[config.mk]
export PLATFORM = sky130hd
export DESIGN_NAME = ub_access_scheduler_flat
export DESIGN_NICKNAME = d
export VERILOG_FILES = /design/src/rtl/ub_access_scheduler_if.sv /design/src/rtl/ub_access_scheduler.sv /design/src/flat_wrapper.sv
export SDC_FILE = /design/constraint.sdc
export NUM_CORES = 1
export LEC_CHECK = 0
export BUFFER_PORTS_ARGS = -buffer_cell sky130_fd_sc_hd__buf_4
export CORE_AREA = 4 4 115 117
export DETAILED_ROUTE_END_ITERATION = 7
export DIE_AREA = 0 0 119 121
export GPL_TIMING_DRIVEN = 1
export PLACE_DENSITY = 0.54
export SETUP_SLACK_MARGIN = 0.1
export SLEW_MARGIN = 20
export SYNTH_ARGS = -nofsm -noshare
export SYNTH_HDL_FRONTEND = slang
export SYNTH_SLANG_ARGS = --single-unit
[constraint.sdc]
create_clock -name clk -period 1.8 [get_ports clk]
set_input_delay 0.09 -clock clk [delete_from_list [all_inputs] [get_ports clk]]
set_output_delay 0.09 -clock clk [all_outputs]
set_load 0.005 [all_outputs]
[src/rtl/ub_access_scheduler_if.sv]
// Host-side bus of the unified-buffer access scheduler: the write handshake
// and the read-burst control/return path. master = host, slave = scheduler.
interface ub_access_scheduler_if #(
  parameter int ADDRESSSIZE = 10,
  parameter int WORDSIZE    = 64,
  parameter int LENWIDTH    = 6
);
  logic                   wr_valid;
  logic                   wr_ready;
  logic [ADDRESSSIZE-1:0] wr_addr;
  logic [WORDSIZE-1:0]    wr_data;
  logic                   rd_start;
  logic [ADDRESSSIZE-1:0] rd_base;
  logic [LENWIDTH-1:0]    rd_len;
  logic                   rd_busy;
  logic [WORDSIZE-1:0]    rd_data;
  logic                   rd_data_valid;
  logic                   rd_done;

  modport master (
    output wr_valid, wr_addr, wr_data, rd_start, rd_base, rd_len,
    input  wr_ready, rd_busy, rd_data, rd_data_valid, rd_done
  );

  modport slave (
    input  wr_valid, wr_addr, wr_data, rd_start, rd_base, rd_len,
    output wr_ready, rd_busy, rd_data, rd_data_valid, rd_done
  );
endinterface

[src/rtl/ub_access_scheduler.sv]
// Unified-buffer access scheduler: arbitrates host writes and read bursts onto
// a single-port SRAM with one-cycle read latency. Writes are accepted only in
// IDLE; a burst issues one address per cycle (wrapping), then spends one DRAIN
// cycle collecting the last word.
// Optional feature: define UB_SCHED_STATS_EN to add the wr_stall_cycles and
// rd_words_total statistics outputs.
module ub_access_scheduler #(
  parameter int ADDRESSSIZE = 10,
  parameter int WORDSIZE    = 64,
  parameter int LENWIDTH    = 6
) (
  input  logic                   clk,
  input  logic                   rst_n,
  ub_access_scheduler_if.slave   bus,
  output logic                   sram_we,
  output logic [ADDRESSSIZE-1:0] sram_addr,
  output logic [WORDSIZE-1:0]    sram_din,
  input  logic [WORDSIZE-1:0]    sram_dout
`ifdef UB_SCHED_STATS_EN
  ,
  output logic [15:0]            wr_stall_cycles,
  output logic [15:0]            rd_words_total
`endif
);

  typedef enum logic [1:0] {IDLE, READ, DRAIN} state_t;

  localparam logic [LENWIDTH-1:0] LEN_ONE = LENWIDTH'(1);

  state_t                 r_state;
  state_t                 w_next;
  logic [ADDRESSSIZE-1:0] r_base;
  logic [LENWIDTH-1:0]    r_len;
  logic [LENWIDTH-1:0]    r_idx;
  logic                   r_vld;
  logic                   r_done;
  logic                   w_start;
  logic                   w_last;

  // A zero-length request never leaves IDLE.
  assign w_start = (r_state == IDLE) && bus.rd_start && (bus.rd_len != '0);
  assign w_last  = (r_idx == (r_len - LEN_ONE));

  // Next-state and combinational SRAM/handshake drive.
  always_comb begin
    w_next       = r_state;
    bus.wr_ready = 1'b0;
    sram_we      = 1'b0;
    sram_addr    = '0;
    sram_din     = '0;
    case (r_state)
      IDLE: begin
        bus.wr_ready = 1'b1;
        if (bus.wr_valid) begin
          sram_we   = 1'b1;
          sram_addr = bus.wr_addr;
          sram_din  = bus.wr_data;
        end
        if (w_start) w_next = READ;
      end
      READ: begin
        sram_addr = r_base + ADDRESSSIZE'(r_idx);
        if (w_last) w_next = DRAIN;
      end
      DRAIN: w_next = IDLE;
      default: w_next = IDLE;
    endcase
  end

  // State register.
  always_ff @(posedge clk or negedge rst_n) begin
    if (!rst_n) r_state <= IDLE;
    else        r_state <= w_next;
  end

  // Burst context: latched at start, index advances once per issued read.
  always_ff @(posedge clk or negedge rst_n) begin
    if (!rst_n) begin
      r_base <= '0;
      r_len  <= '0;
      r_idx  <= '0;
    end else if (w_start) begin
      r_base <= bus.rd_base;
      r_len  <= bus.rd_len;
      r_idx  <= '0;
    end else if (r_state == READ) begin
      r_idx  <= r_idx + LEN_ONE;
    end
  end

  // Read-return qualifiers trail each issue by the SRAM's one-cycle latency.
  always_ff @(posedge clk or negedge rst_n) begin
    if (!rst_n) begin
      r_vld  <= 1'b0;
      r_done <= 1'b0;
    end else begin
      r_vld  <= (r_state == READ);
      r_done <= (r_state == READ) && w_last;
    end
  end

  assign bus.rd_busy       = (r_state != IDLE);
  assign bus.rd_data_valid = r_vld;
  assign bus.rd_done       = r_done;
  // Data is forced to zero outside valid cycles so nothing leaks after reset.
  assign bus.rd_data       = r_vld ? sram_dout : '0;

`ifdef UB_SCHED_STATS_EN
  logic [15:0] r_stall;
  logic [15:0] r_words;

  // Saturating count of cycles in which a write was held off.
  always_ff @(posedge clk or negedge rst_n) begin
    if (!rst_n)
      r_stall <= '0;
    else if (bus.wr_valid && !bus.wr_ready && (r_stall != 16'hFFFF))
      r_stall <= r_stall + 16'd1;
  end

  // Wrapping count of delivered burst words.
  always_ff @(posedge clk or negedge rst_n) begin
    if (!rst_n)     r_words <= '0;
    else if (r_vld) r_words <= r_words + 16'd1;
  end

  assign wr_stall_cycles = r_stall;
  assign rd_words_total  = r_words;
`endif

endmodule

[src/flat_wrapper.sv]
// flat-port wrapper written by rule: the top's interface ports become plain ports
module ub_access_scheduler_flat 
#(
  parameter int ADDRESSSIZE = 10,
  parameter int WORDSIZE    = 64,
  parameter int LENWIDTH    = 6
)
  (clk, rst_n, sram_we, sram_addr, sram_din, sram_dout, bus_wr_valid, bus_wr_addr, bus_wr_data, bus_rd_start, bus_rd_base, bus_rd_len, bus_wr_ready, bus_rd_busy, bus_rd_data, bus_rd_data_valid, bus_rd_done);
  ub_access_scheduler_if #(.ADDRESSSIZE(ADDRESSSIZE), .WORDSIZE(WORDSIZE), .LENWIDTH(LENWIDTH)) bus_i ();
  input  logic clk;
  input  logic rst_n;
  output logic sram_we;
  output logic [ADDRESSSIZE-1:0] sram_addr;
  output logic [WORDSIZE-1:0] sram_din;
  input  logic [WORDSIZE-1:0] sram_dout;
  input wire logic [$bits(bus_i.wr_valid)-1:0] bus_wr_valid;
  input wire logic [$bits(bus_i.wr_addr)-1:0] bus_wr_addr;
  input wire logic [$bits(bus_i.wr_data)-1:0] bus_wr_data;
  input wire logic [$bits(bus_i.rd_start)-1:0] bus_rd_start;
  input wire logic [$bits(bus_i.rd_base)-1:0] bus_rd_base;
  input wire logic [$bits(bus_i.rd_len)-1:0] bus_rd_len;
  output wire logic [$bits(bus_i.wr_ready)-1:0] bus_wr_ready;
  output wire logic [$bits(bus_i.rd_busy)-1:0] bus_rd_busy;
  output wire logic [$bits(bus_i.rd_data)-1:0] bus_rd_data;
  output wire logic [$bits(bus_i.rd_data_valid)-1:0] bus_rd_data_valid;
  output wire logic [$bits(bus_i.rd_done)-1:0] bus_rd_done;
  assign bus_i.wr_valid = bus_wr_valid;
  assign bus_i.wr_addr = bus_wr_addr;
  assign bus_i.wr_data = bus_wr_data;
  assign bus_i.rd_start = bus_rd_start;
  assign bus_i.rd_base = bus_rd_base;
  assign bus_i.rd_len = bus_rd_len;
  assign bus_wr_ready = bus_i.wr_ready;
  assign bus_rd_busy = bus_i.rd_busy;
  assign bus_rd_data = bus_i.rd_data;
  assign bus_rd_data_valid = bus_i.rd_data_valid;
  assign bus_rd_done = bus_i.rd_done;
  ub_access_scheduler #(.ADDRESSSIZE(ADDRESSSIZE), .WORDSIZE(WORDSIZE), .LENWIDTH(LENWIDTH)) u_core (.clk(clk), .rst_n(rst_n), .bus(bus_i), .sram_we(sram_we), .sram_addr(sram_addr), .sram_din(sram_din), .sram_dout(sram_dout));
endmodule
# Word-level counts from Yosys, hierarchy flattened
# Cells that the tools add are included.
# Widths: inputs -> output; s select.
[totals]
out_inout_bits = 143
ff_bits = 26
in_bits = 158
word_cells = 34
[op_classes]
eq_ne = 4
n_reduce_logical = 8
addsub = 3
n_mux = 13
[op_table]
columns = ["cell", "n"]
rows = [
  ["$mux 64", 3],
  ["$pmux 10 s2", 1],
  ["$mux 6", 2],
  ["$add 10x6->10", 1],
  ["$mux 10", 1],
  ["$add 6x1->6 const B", 1],
  ["$eq 6x6->1", 1],
  ["$reduce_bool 6->1", 1],
  ["$sub 6x1->6 const B", 1],
  ["$mux 2", 2],
  ["$ne 2x1->1 const B", 2],
  ["$pmux 2 s2", 1],
  ["$reduce_bool 2->1", 2],
  ["$logic_and 1x1->1", 3],
  ["$mux 1", 3],
  ["$eq 2x1->1 const B", 1],
  ["$logic_not 2->1", 1],
  ["$reduce_and 2->1", 1],
]

# Logic depth before layout (Yosys ltp)
[depth]
word_depth = 5
ltp_mapped = 8

# Least setup slack after synthesis
# No wires, ideal clock.
[synth_timing]
kind = "register to output"
start = "reg u_core.r_idx[0]"
end = "out sram_addr[6]"
t_arrival_ns = 1.806
setup_slack_ns = -0.096
stages_incl_launch_ff = 9
path_cell_list = "dfrtp_1 ha_1 inv_1 fa_1 nor2b_1 o21ai_0 a21oi_1 or3_1 a32o_1"
[synth_via]
elab_chain_len = 2
[synth_rtl]
columns = ["element", "line", "rtl"]
rows = [
  ["start: declaration", "ub_access_scheduler.sv:34", "logic [LENWIDTH-1:0] r_idx;"],
  ["start signal: assignment", "ub_access_scheduler.sv:87", "r_idx <= r_idx + LEN_ONE;"],
  ["$add 10x6->10", "ub_access_scheduler.sv:62", "sram_addr = r_base + ADDRESSSIZE'(r_idx);"],
  ["$pmux 10 s2", "ub_access_scheduler.sv:51", "case (r_state)"],
  ["end: declaration", "flat_wrapper.sv:13", "output logic [ADDRESSSIZE-1:0] sram_addr;"],
]
# Every way passes these cells.

# Worst setup path after layout
# Ends and elaborated chain as after synthesis.

==> summary.md <==
| Metric | Value |
|---|---|
| WL/cell | 14.9 µm |
| Inst Count DP | 773 |
| Setup TNS | -1.85 ns |
| Vias in the first global route | 3287 |
| Critical path capture point type | output pin |
| Leakage | 2.92 nW |
| Busiest metal layer after global routing | met2 |
| H-tree Lvls | 1 |
| Met1 Use GR | 0.145 |
| Met3 global-route usage | 0.0368 |
| Power, Total | 6.88 mW |
| Most used flip-flop cell after synthesis | dfrtp_1 |
| GR Layer Usage met2 | 0.300 |
| Clk slew on worst S/H paths | 0.07 ns |
| Hold_ws | 0.0429 ns |
| Die Footprint | 14400 µm² |
| Ys Warns | 0 |
| Synthesized area | 2510 µm² |
| Hold Crit Class | primary input to register |
| Tightest Pin Transition | 0.439 ns |
| Post-synthesis sequential area ratio | 0.260 |
| Layout cells sized above 1 | 0.591 |
| Post-Syn Nets | 477 |
| Root Driver | clkbuf_16 |
| Total Routed Length | 11800 µm |
| Clock buffer depth | 2 |
| Worst setup SP type | register |
| Later-pin clock latency in the skew report | 0.26 ns |
| Final Cycle Share | 1.21 |
| Placer Congestion | 0.785 |
| Final hold vios | 0 |
| Yosys cell types | 36 |
| Post-route cell area | 5310 µm² |
| Status | finished with violations |
| Final non-filler cell total | 788 |
| Worst-path maximum fanout | 3 |
| Die X | 119 µm |
| Final setup margin | -0.379 ns |
| Largest net degree at the start of global routing | 66 |
| Crit Path Class | register to output pin |
| Antenna fix cells | 0 |
| Antenna violations before repair | 0 |
| Input/output buffers | 300 |
| Period minus WS final | 2.18 ns |
| Fmax achieved | 459 MHz |
| Instance area at placement | 5020 µm² |
| Post-synth ARST share | 1.00 |
| Inserted Clock Buffers | 3 |
| Starting Density | 0.203 |
| Final Max Slew Viols | 0 |
| Clock Skew | 0.00914 ns |
| Global-route wire length before repair | 17000 µm |
| CP arrival | 2.09 ns |
| Core Box Area | 12400 µm² |
| Half-perimeter wire length after placement | 9780 µm |
| P per Cell Area | 1300 nW/µm² |
| Post-synth EDFFs | 0 |
| #FFs+latches synth | 26 |
| Cells after Synth | 310 |
| Total global-route track usage | 0.145 |
| Area Growth Syn to Fin | 112% |
| CP required | 1.71 ns |
| FP Rows | 41 |
| Vias | 3380 |
| I/O pin cnt | 301 |
| Max IR drop VDD | 435 µV |
| Worst slew margin | 0.707 |
| Final setup fails | 8 |
| Fin nets | 784 |
| Setup slack after placement | -0.143 ns |
| Initial drt markers | 110 |
| MaxCap Viol Count | 0 |
| Failing checks | setup timing |
| First-pass DRT Iterations | 4 |
| Syn_area_per_cell | 8.08 µm² |
| Clk sinks | 26 |
| Grt total ovfl | 0 |
| CTS tree | done |
| Via density | 4.29 |
| Final Util | 0.429 |
| DRC Markers | 0 |
| Chip Height | 121 µm |
| RSZ-0062 raised after global routing | true |
| Final ANT Viol Nets | 0 |
==> state kept, by name, indices dropped and copies added, names as in the netlist <==
name	count
u_core.r_len	6
u_core.r_state	2
u_core.bus.rd_data_valid	1
u_core.r_base	10
u_core.bus.rd_done	1
u_core.r_idx	6
==> cell families after synthesis <==
group           count (synthesis)  share of synthesized area
compound gates                 33                     0.0829
mux                            14                     0.0759
flops                          26                      0.260
simple gates                  174                      0.407
fa+ha+maj                       9                     0.0479
buf+inv                        36                     0.0634
xor+xnor                       18                     0.0629
==> power by group <==
part / internal (mW) / switching [mW] / total, mW / leakage, nW
combinational: 2.97 / 2.13 / 5.10 / 2.56
clock: 0.443 / 0.213 / 0.656 / 0.0511
sequential: 0.858 / 0.260 / 1.12 / 0.316
total: 4.28 / 2.60 / 6.88 / 2.92
==> layer usage <==
metal	vias to the layer above	routed length, µm
met3	4	981
met1	1549	3940
met4	0	63
met5	-	0
met2	164	6790
li1	1663	-
==> Yosys cell counts (all sizes together) (2+ instances only) <==
| master | number | area, µm² |
|---|---|---|
| dfrtp | 26 | 651 |
| nand2 | 15 | 56.3 |
| nor3 | 2 | 10.0 |
| ha | 8 | 100 |
| nand3 | 2 | 10.0 |
| o311a | 2 | 20.0 |
| and3 | 65 | 407 |
| o2111ai | 2 | 17.5 |
| mux2 | 13 | 180 |
| a21oi | 5 | 25.0 |
| nand3b | 2 | 15.0 |
| o21ai | 16 | 80.1 |
| xor2 | 9 | 78.8 |
| and2 | 65 | 407 |
| inv | 9 | 33.8 |
| nand2b | 2 | 12.5 |
| clkbuf | 25 | 93.8 |
| a211oi | 2 | 15.0 |
| or3 | 2 | 12.5 |
| nand4 | 3 | 18.8 |
| buf | 2 | 31.3 |
| a21o | 2 | 15.0 |
| xnor2 | 9 | 78.8 |
| nor2 | 12 | 45.0 |
==> final cells by class <==
class	count	area [µm²]
fillers	1233	7060
repair buffers	329	2490
multi-input cells	248	1810
flip-flops and latches	26	651
well taps	172	215
clock buffers	3	75.1
inverters	9	33.8
clock inverters	1	30.0
==> cell usage in the layout, fill, tap and decap left out, types with 2 or more instances in the layout <==
cell type,instances
o2111ai_1,2
or3_1,2
nor2_1,10
nand3b_1,2
a211oi_2,2
a21oi_2,2
xor2_1,9
a21o_1,2
nand3_1,2
mux2_4,9
and2_1,64
and3_1,65
mux2_2,4
o21ai_1,6
ha_4,4
buf_4,325
ha_1,3
nand2_1,15
o21ai_0,9
o311a_1,2
xnor2_1,8
clkbuf_16,3
a21oi_1,3
inv_1,8
nand4_1,3
dfrtp_1,26
buf_6,2
==> critical path: stages (launching register included) <==
cell and delay, ns:
dfrtp_1 0.36, ha_2 0.20, inv_2 0.04, fa_2 0.35
nor2b_2 0.14, o21ai_2 0.08, a21oi_2 0.19, o21ai_1 0.07
a32o_1 0.26, buf_4 0.13
==> what timing repair did <==
item | in CTS | in global routing
hold buffers | 1 | 0
resized for setup | 16 | 6
endpoints found under the hold margin | 26 | 0
buffers inserted | 5 | 5
endpoints found under the setup margin | 38 | 11
pin swaps | 11 | 8
cloned | 0 | 0
==> final timing paths <==
path | startpoint | slack (ns) | end | depth (start not counted)
max | u_core.r_idx[0] | -0.38 | sram_addr[6] | 9
min | bus_rd_base[1] | 0.04 | u_core.r_base[1] | 3
max reg2reg | u_core.r_state[1] | 0.20 | u_core.r_base[3] | 5
min reg2reg | u_core.r_base[5] | 0.54 | u_core.r_base[5] | 1
max in group asynchronous | rst_n | 1.25 | u_core.r_state[0] | 2
min in group asynchronous | rst_n | 0.27 | u_core.r_base[6] | 2
Note: power is estimated with default switching activity, not from simulation.
